===== config.mk =====
export PLATFORM = sky130hd
export DESIGN_NAME = cpu_mon
export DESIGN_NICKNAME = d
export VERILOG_FILES = /design/src/rtl/cpu_mon_pkg.sv /design/src/rtl/cpu_mon_region.sv /design/src/rtl/cpu_mon.sv
export SDC_FILE = /design/constraint.sdc
export NUM_CORES = 1
export LEC_CHECK = 0
export BUFFER_PORTS_ARGS = -buffer_cell sky130_fd_sc_hd__buf_2
export CORE_MARGIN = 8
export CORE_UTILIZATION = 50
export DETAILED_ROUTE_END_ITERATION = 8
export GPL_TIMING_DRIVEN = 0
export PLACE_DENSITY = 0.66
export SYNTH_ARGS = -nofsm -noshare
export SYNTH_HDL_FRONTEND = slang
export SYNTH_SLANG_ARGS = --single-unit

===== constraint.sdc =====
create_clock -name clk -period 3.98 [get_ports clk]
set_input_delay 0.796 -clock clk [delete_from_list [all_inputs] [get_ports clk]]
set_output_delay 0.796 -clock clk [all_outputs]
set_load 0.01 [all_outputs]

===== src/rtl/cpu_mon_pkg.sv =====
// cpu_mon shared definitions: register map, CTRL and STATUS bit positions.
package cpu_mon_pkg;

    localparam logic [7:0] ADDR_STATUS      = 8'h00;
    localparam logic [7:0] ADDR_VIOL_ADDR   = 8'h01;
    localparam logic [7:0] ADDR_INFO        = 8'h02;
    localparam logic [7:0] ADDR_REGION_BASE = 8'h10;
    localparam int         REGION_STRIDE    = 4;
    localparam int         MAX_REGIONS      = 8;

    localparam logic [1:0] SUB_CTRL  = 2'd0;
    localparam logic [1:0] SUB_FIRST = 2'd1;
    localparam logic [1:0] SUB_LAST  = 2'd2;

    localparam int CTRL_EN   = 0;
    localparam int CTRL_LOCK = 1;
    localparam int CTRL_X    = 2;
    localparam int CTRL_D    = 3;

    localparam int ST_VIOL   = 0;
    localparam int ST_FW     = 1;
    localparam int ST_IDX_LO = 4;
    localparam int ST_RVALID = 7;

endpackage


===== src/rtl/cpu_mon_region.sv =====
// One lockable monitor window: CTRL/FIRST/LAST registers and match logic.
module cpu_mon_region
    import cpu_mon_pkg::*;
(
    input  logic        clk,
    input  logic        reset_n,
    input  logic        wr_en,
    input  logic [1:0]  sub,
    input  logic [31:0] wr_data,
    input  logic        cpu_valid,
    input  logic        cpu_instr,
    input  logic [31:0] cpu_addr,
    output logic        match,
    output logic [31:0] rd_data
);

    logic [3:0]  ctrl_q, ctrl_d;
    logic [31:0] first_q, first_d;
    logic [31:0] last_q, last_d;

    always_comb begin
        ctrl_d  = ctrl_q;
        first_d = first_q;
        last_d  = last_q;
        // A set lock freezes the whole window until reset.
        if (wr_en && !ctrl_q[CTRL_LOCK]) begin
            case (sub)
                SUB_CTRL:  ctrl_d  = wr_data[3:0];
                SUB_FIRST: first_d = wr_data;
                SUB_LAST:  last_d  = wr_data;
                default:   ;
            endcase
        end
    end

    always_ff @(posedge clk) begin
        if (!reset_n) begin
            ctrl_q  <= '0;
            first_q <= '0;
            last_q  <= '0;
        end else begin
            ctrl_q  <= ctrl_d;
            first_q <= first_d;
            last_q  <= last_d;
        end
    end

    always_comb begin
        match = cpu_valid && ctrl_q[CTRL_EN]
             && (cpu_addr >= first_q) && (cpu_addr <= last_q)
             && ((cpu_instr && ctrl_q[CTRL_X]) || (!cpu_instr && ctrl_q[CTRL_D]));
    end

    always_comb begin
        case (sub)
            SUB_CTRL:  rd_data = {28'b0, ctrl_q};
            SUB_FIRST: rd_data = first_q;
            SUB_LAST:  rd_data = last_q;
            default:   rd_data = '0;
        endcase
    end

endmodule


===== src/rtl/cpu_mon.sv =====
// CPU execution/access monitor: fw-RAM fetch guard, region windows,
// sticky violation record and trap LED blinker.
module cpu_mon
    import cpu_mon_pkg::*;
#(
    parameter int          NUM_REGIONS  = 4,
    parameter int          BLINK_WIDTH  = 24,
    parameter logic [31:0] FW_RAM_FIRST = 32'hd0000000,
    parameter logic [31:0] FW_RAM_LAST  = 32'hd00007ff
) (
    input  logic        clk,
    input  logic        reset_n,
    input  logic        fw_app_mode,
    input  logic        cpu_valid,
    input  logic        cpu_instr,
    input  logic [31:0] cpu_addr,
    input  logic        cpu_trap,
    output logic        force_trap,
    output logic        violation,
    output logic [2:0]  trap_led,
    input  logic        cs,
    input  logic        we,
    input  logic [7:0]  address,
    input  logic [31:0] write_data,
    output logic [31:0] read_data,
    output logic        ready
);

    logic [7:0]             reg_off;
    logic                   reg_hit;
    logic [2:0]             reg_idx;
    logic [1:0]             reg_sub;
    logic [NUM_REGIONS-1:0] match;
    logic [31:0]            region_rd [NUM_REGIONS];

    always_comb begin
        reg_off = address - ADDR_REGION_BASE;
        reg_hit = reg_off < 8'(MAX_REGIONS * REGION_STRIDE);
        reg_idx = reg_off[4:2];
        reg_sub = reg_off[1:0];
    end

    for (genvar i = 0; i < NUM_REGIONS; i++) begin : g_region
        cpu_mon_region u_region (
            .clk       (clk),
            .reset_n   (reset_n),
            .wr_en     (cs && we && reg_hit && (reg_idx == 3'(i))),
            .sub       (reg_sub),
            .wr_data   (write_data),
            .cpu_valid (cpu_valid),
            .cpu_instr (cpu_instr),
            .cpu_addr  (cpu_addr),
            .match     (match[i]),
            .rd_data   (region_rd[i])
        );
    end

    logic       fw_hit;
    logic [2:0] hit_idx;

    always_comb begin
        fw_hit = cpu_valid && cpu_instr
              && (cpu_addr >= FW_RAM_FIRST) && (cpu_addr <= FW_RAM_LAST);
        hit_idx = '0;
        for (int i = NUM_REGIONS - 1; i >= 0; i--) begin
            if (match[i]) hit_idx = 3'(i);
        end
        force_trap = fw_hit || (|match);
    end

    logic        viol_q, viol_d;
    logic        fw_q, fw_d;
    logic [2:0]  idx_q, idx_d;
    logic        rv_q, rv_d;
    logic [31:0] vaddr_q, vaddr_d;
    logic        clr;
    logic        cap;

    always_comb begin
        clr = cs && we && (address == ADDR_STATUS)
           && write_data[0] && !fw_app_mode;
        // A match in the clearing cycle re-arms the record immediately.
        cap = force_trap && (!viol_q || clr);
        viol_d  = viol_q;
        fw_d    = fw_q;
        idx_d   = idx_q;
        rv_d    = rv_q;
        vaddr_d = vaddr_q;
        if (cap) begin
            viol_d  = 1'b1;
            fw_d    = fw_hit;
            idx_d   = hit_idx;
            rv_d    = |match;
            vaddr_d = cpu_addr;
        end else if (clr) begin
            viol_d  = 1'b0;
            fw_d    = 1'b0;
            idx_d   = '0;
            rv_d    = 1'b0;
            vaddr_d = '0;
        end
    end

    logic [BLINK_WIDTH-1:0] cnt_q, cnt_d;
    logic                   led_q, led_d;

    always_comb begin
        cnt_d = cnt_q + BLINK_WIDTH'(1);
        led_d = (cnt_q == '0) ? !led_q : led_q;
    end

    always_ff @(posedge clk) begin
        if (!reset_n) begin
            viol_q  <= 1'b0;
            fw_q    <= 1'b0;
            idx_q   <= '0;
            rv_q    <= 1'b0;
            vaddr_q <= '0;
            cnt_q   <= '0;
            led_q   <= 1'b0;
        end else begin
            viol_q  <= viol_d;
            fw_q    <= fw_d;
            idx_q   <= idx_d;
            rv_q    <= rv_d;
            vaddr_q <= vaddr_d;
            cnt_q   <= cnt_d;
            led_q   <= led_d;
        end
    end

    logic [31:0] status;

    always_comb begin
        status                 = '0;
        status[ST_VIOL]        = viol_q;
        status[ST_FW]          = fw_q;
        status[ST_IDX_LO+:3]   = idx_q;
        status[ST_RVALID]      = rv_q;
    end

    always_comb begin
        read_data = '0;
        if (cs && !we) begin
            if (address == ADDR_STATUS) begin
                read_data = status;
            end else if (address == ADDR_VIOL_ADDR) begin
                read_data = vaddr_q;
            end else if (address == ADDR_INFO) begin
                read_data = {28'b0, 4'(NUM_REGIONS)};
            end else if (reg_hit) begin
                for (int i = 0; i < NUM_REGIONS; i++) begin
                    if (reg_idx == 3'(i)) read_data = region_rd[i];
                end
            end
        end
    end

    logic unused_trap;

    assign unused_trap = cpu_trap;
    assign ready       = cs;
    assign violation   = viol_q;
    assign trap_led    = {led_q, 2'b00};

endmodule


==> report_table.html <==
<table>
<tr><th>Metric</th><th>Value</th></tr>
<tr><th colspan="2">Run status</th></tr>
<tr><td>Outcome</td><td>finished with violations</td></tr>
<tr><td>Violated checks</td><td>negative setup slack</td></tr>
<tr><th colspan="2">Detailed routing</th></tr>
<tr><td>Detailed-route vias per instance</td><td>6.227</td></tr>
<tr><td>Vias</td><td>22344</td></tr>
<tr><td>Sum of met2 wire segment lengths after detailed routing</td><td>39540 µm</td></tr>
<tr><td>Initial DRT Pass Iterations</td><td>5</td></tr>
<tr><td>Antenna-violating nets left</td><td>0</td></tr>
<tr><td>Routed wirelength normalized by instance count</td><td>24.95 µm</td></tr>
<tr><td>Met1 routed wirelength after detailed routing</td><td>35540 µm</td></tr>
<tr><td>Met3 wire length</td><td>9643 µm</td></tr>
<tr><td>Highest routed metal layer</td><td>met5</td></tr>
<tr><td>Detailed router's first-iteration violation count</td><td>2716</td></tr>
<tr><td>Total wirelength of the detailed-routed design</td><td>89540 µm</td></tr>
<tr><td>Residual DRC</td><td>0</td></tr>
<tr><th colspan="2">Clocking</th></tr>
<tr><td>Largest buffer count on any clock path</td><td>3</td></tr>
<tr><td>CTS tree</td><td>done</td></tr>
<tr><td>Depth of the CTS H-tree</td><td>2</td></tr>
<tr><td>Number of buffers created by CTS</td><td>40</td></tr>
<tr><td>Worst-path clk slew</td><td>0.06 ns</td></tr>
<tr><td>Post-CTS Hold Buffers</td><td>0</td></tr>
<tr><td>Number of sinks handled by clock tree synthesis</td><td>334</td></tr>
<tr><td>Insertion delay to the later sink of the worst-skew pair</td><td>0.58 ns</td></tr>
<tr><td>Root buffer selected by CTS</td><td>clkbuf_16</td></tr>
<tr><th colspan="2">Finish</th></tr>
<tr><td>Final non-filler cell area</td><td>24400 µm²</td></tr>
<tr><td>Area added between synthesis and finish</td><td>14.04%</td></tr>
<tr><td>Layout Utilization</td><td>57.16%</td></tr>
<tr><td>Fraction of layout instances using a drive strength above 1</td><td>10.33%</td></tr>
<tr><td>Fill cell total of the finished layout</td><td>4176</td></tr>
<tr><td>Final Net Count</td><td>3350</td></tr>
<tr><td>Number of non-filler instances in the completed layout</td><td>3588</td></tr>
<tr><th colspan="2">Synth</th></tr>
<tr><td>Mapped Avg Cell Area</td><td>7.459 µm²</td></tr>
<tr><td>Asr flop ratio synth</td><td>0%</td></tr>
<tr><td>Number of library cell types mapped by synthesis</td><td>77</td></tr>
<tr><td>Area share of the largest cell type after synthesis</td><td>31.25%</td></tr>
<tr><td>Post-synth top area cell</td><td>dfxtp_1</td></tr>
<tr><td>Count of flip-flops with a built-in enable after synthesis</td><td>0</td></tr>
<tr><td>Synth warn</td><td>0</td></tr>
<tr><td>Synthesized cell area</td><td>21400 µm²</td></tr>
<tr><td>Seq cells post-synth</td><td>334</td></tr>
<tr><td>Sequential element share of the synthesized area</td><td>31.25%</td></tr>
<tr><td>Top cells by area in the synthesized netlist</td><td>dfxtp_1 31%, ha_1 15%, nand2_1 11%</td></tr>
<tr><td>Most instantiated flip-flop cell in the synthesis netlist</td><td>dfxtp_1</td></tr>
<tr><td>Cells after Synth</td><td>2869</td></tr>
<tr><th colspan="2">STA</th></tr>
<tr><td>Clock period minus worst slack</td><td>4.097 ns</td></tr>
<tr><td>Fin worst setup slack</td><td>-0.1168 ns</td></tr>
<tr><td>Post-route clock period utilization</td><td>102.9%</td></tr>
<tr><td>Least-Margin Pin Slew</td><td>1.199 ns</td></tr>
<tr><td>Final max-slew violation count</td><td>0</td></tr>
<tr><td>Number of endpoints with negative hold slack in the final report</td><td>0</td></tr>
<tr><td>Relative slew slack</td><td>19.43%</td></tr>
<tr><td>Setup violations, final</td><td>1</td></tr>
<tr><td>Fin Clk Skew</td><td>0.02658 ns</td></tr>
<tr><td>Max Fclk</td><td>244.1 MHz</td></tr>
<tr><td>RSZ-0062 raised after global routing</td><td>yes</td></tr>
<tr><th colspan="2">Critical path</th></tr>
<tr><td>Worst EP arrival</td><td>3.30 ns</td></tr>
<tr><td>Setup CP Type</td><td>in -&gt; out</td></tr>
<tr><td>Required time of the critical path</td><td>3.18 ns</td></tr>
<tr><td>Launch instance of the worst register-to-register path</td><td>g_region[1].u_region.last_q[14]$_SDFFE_PN0P_</td></tr>
<tr><td>Capture point of the worst reg-to-reg path</td><td>vaddr_q[20]$_SDFFE_PN0P_</td></tr>
<tr><td>Crit Path Max Fanout</td><td>5</td></tr>
<tr><td>Reg2Reg Depth</td><td>13</td></tr>
<tr><td>Flop-to-flop setup slack</td><td>0.52 ns</td></tr>
<tr><td>Critical Path End Type</td><td>output pin</td></tr>
<tr><td>Critical path launch point type</td><td>input port</td></tr>
<tr><th colspan="2">Power and ir drop</th></tr>
<tr><td>Cell area power density</td><td>331.3 nW/µm²</td></tr>
<tr><td>Worst ir drop on vdd</td><td>0.3194 mV</td></tr>
<tr><td>P_leak</td><td>8.670 nW</td></tr>
<tr><td>Total power draw</td><td>0.008085 W</td></tr>
<tr><th colspan="2">Floorplan</th></tr>
<tr><td>I/O pins</td><td>118</td></tr>
<tr><td>Chip Width</td><td>222.9 µm</td></tr>
<tr><td>Core box area</td><td>42700 µm²</td></tr>
<tr><td>Initial core utilization</td><td>50.12%</td></tr>
<tr><td>Height of the die</td><td>222.9 µm</td></tr>
<tr><td>Die area</td><td>49680 µm²</td></tr>
<tr><td>Num rows</td><td>76</td></tr>
<tr><th colspan="2">Min path</th></tr>
<tr><td>Launch point of the worst hold path</td><td>g_region[3].u_region.first_q[1]$_SDFFE_PN0P_</td></tr>
<tr><td>Destination of the worst hold path</td><td>g_region[3].u_region.first_q[1]$_SDFFE_PN0P_</td></tr>
<tr><td>Class of the tightest hold or removal check</td><td>reg -&gt; reg</td></tr>
<tr><td>Hold-critical path depth</td><td>2</td></tr>
<tr><th colspan="2">GRT</th></tr>
<tr><td>First-pass GRT wire length</td><td>130500 µm</td></tr>
<tr><td>GRT Resource Usage Total</td><td>34.77%</td></tr>
<tr><td>Total congestion overflow after global routing</td><td>0</td></tr>
<tr><td>Initial antenna violation count</td><td>4</td></tr>
<tr><td>Vias in the first global route</td><td>21452</td></tr>
<tr><td>Maximum number of pins on one net before global-route repair</td><td>13</td></tr>
<tr><th colspan="2">Placed design</th></tr>
<tr><td>Placed Cells</td><td>3497</td></tr>
<tr><td>Post-placement worst setup slack</td><td>-1.219 ns</td></tr>
<tr><td>Weighted congestion reported at the end of routability-driven placement</td><td>0.9729</td></tr>
<tr><td>Post-DP Area</td><td>22490 µm²</td></tr>
<tr><td>Detailed placer's ending HPWL</td><td>67170 µm</td></tr>
<tr><td>Total of buffers placed on input and output ports</td><td>81</td></tr>
<tr><th colspan="2">Run</th></tr>
<tr><td>Count of maximum capacitance violations</td><td>0</td></tr>
</table>
routing by layer:
| metal | global-route usage, % | up-vias |
|---|---|---|
| met3 | 8.142 | 265 |
| met2 | 54.80 | 1237 |
| met1 | 43.78 | 10653 |
| li1 | - | 10185 |
| met4 | 18.48 | 4 |
| met5 | 0 | - |
flip-flops by register name, summed over array words and instances (netlist names):
| signal | cells |
|---|---|
| rv_q | 1 |
| fw_q | 1 |
| idx_q | 2 |
| led_q | 1 |
| cnt_q | 24 |
| vaddr_q | 32 |
| violation | 1 |
| g_region.u_region.last_q | 128 |
| g_region.u_region.ctrl_q | 16 |
| g_region.u_region.first_q | 128 |
worst max path at each step:
stage,endpoint,cells after the start,startpoint
2_1_floorplan,force_trap,10,cpu_addr[0]
3_3_place_gp,read_data[27],11,address[1]
3_5_place_dp,read_data[20],11,address[1]
4_1_cts,force_trap,13,cpu_addr[0]
5_1_grt,force_trap,11,g_region[0].u_region.last_q[23]$_SDFFE_PN0P_
6_report,force_trap,13,cpu_addr[0]
where the power goes:
part | switching [W] | leakage, nW | internal (W)
Clock | 0.00154 | 0.660 | 0.00227
Sequential | 0.00000560 | 2.69 | 0.00335
Combinational | 0.000652 | 5.32 | 0.000276
Total | 0.00219 | 8.67 | 0.00589
stage by stage:
stage               hold WS (ns)  TNS [ns]
detailed placement        0.4503    -80.22
global route              0.4837   -0.1545
CTS                       0.4579         0
finish                    0.4601   -0.1168
floorplan                 0.4258         0
global placement          0.4438    -90.75
cell type report:
cell class / count / area, µm² / area share (%)
diodes: 3 / 7.507 / 0.03076
plain buffers: 191 / 993.5 / 4.071
clock buffers: 59 / 1194 / 4.891
clock inverters: 12 / 137.6 / 0.5640
inverters: 259 / 975.9 / 3.999
multi-input cells: 2083 / 13160 / 53.91
flip-flops and latches: 334 / 6686 / 27.40
well taps: 546 / 683.2 / 2.799
repair buffers: 101 / 570.5 / 2.338
layout by cell type, fill, tap and decap left out, types with 6 or more instances in the layout:
master	Yosys	layout
nand2b_1	12	11
nor4_1	11	8
and4_1	10	10
clkbuf_1	139	105
nor3_1	85	83
o211ai_1	13	13
a211oi_1	13	11
nor2b_1	10	10
clkinv_2	0	8
buf_4	4	29
a221oi_1	37	34
nor2_1	138	135
o21ai_0	33	27
mux2i_1	63	63
nand3_1	67	66
a22oi_1	84	84
o21ai_1	3	6
a21oi_1	405	402
clkbuf_2	28	61
o21a_1	9	9
buf_2	5	84
clkbuf_16	0	41
clkbuf_8	8	19
ha_1	260	259
o22ai_1	34	34
or3_1	7	7
xor2_1	14	14
inv_1	259	258
a21o_1	19	19
xnor2_1	7	7
nand4_1	52	52
dfxtp_1	334	334
nand2_1	618	616
synthesized netlist by cell type (8+ instances only):
cell / number
o21a_1: 9
a21o_1: 19
o21ai_0: 33
nand3_1: 67
a221oi_1: 37
inv_1: 259
o22ai_1: 34
o211ai_1: 13
clkbuf_2: 28
clkbuf_1: 139
nor2b_1: 10
a22oi_1: 84
nand2b_1: 12
a2111oi_0: 9
ha_1: 260
a211oi_1: 13
nand4_1: 52
nand2_1: 618
a21oi_1: 405
xor2_1: 14
nor3_1: 85
clkbuf_8: 8
and4_1: 10
mux2i_1: 63
dfxtp_1: 334
nor4_1: 11
nor2_1: 138
timing repair:
item,4_1_cts,5_1_grt
endpoints found under the setup margin,59,27
setup buffers,16,4
pin swaps,11,8
gates resized for setup,105,37
cells by family (layout without fill, tap and decap cells):
family | Yosys count | count (layout) | synth area share [%]
other | 1 | 5 | 0.01752
buffers and inverters | 453 | 622 | 8.870
adder cells (fa/ha/maj) | 260 | 260 | 15.20
flip-flops | 334 | 334 | 31.25
AO/OA/AOI/OAI | 692 | 692 | 19.55
XOR/XNOR | 21 | 21 | 0.8595
multiplexers | 65 | 65 | 3.052
AND/OR/NAND/NOR | 1043 | 1043 | 21.20
critical path, cell delays in order:
cell and delay, ns:
buf_2 0.12, clkinvlp_4 0.18, buf_4 0.22, ha_1 0.28
nand4_1 0.08, nor3_1 0.51, nand3_1 0.23, o311ai_1 0.17
o211ai_1 0.22, nand2_2 0.14, nor2_2 0.05, nand2_2 0.11
buf_2 0.16
Power figures use the tool's default switching activity.
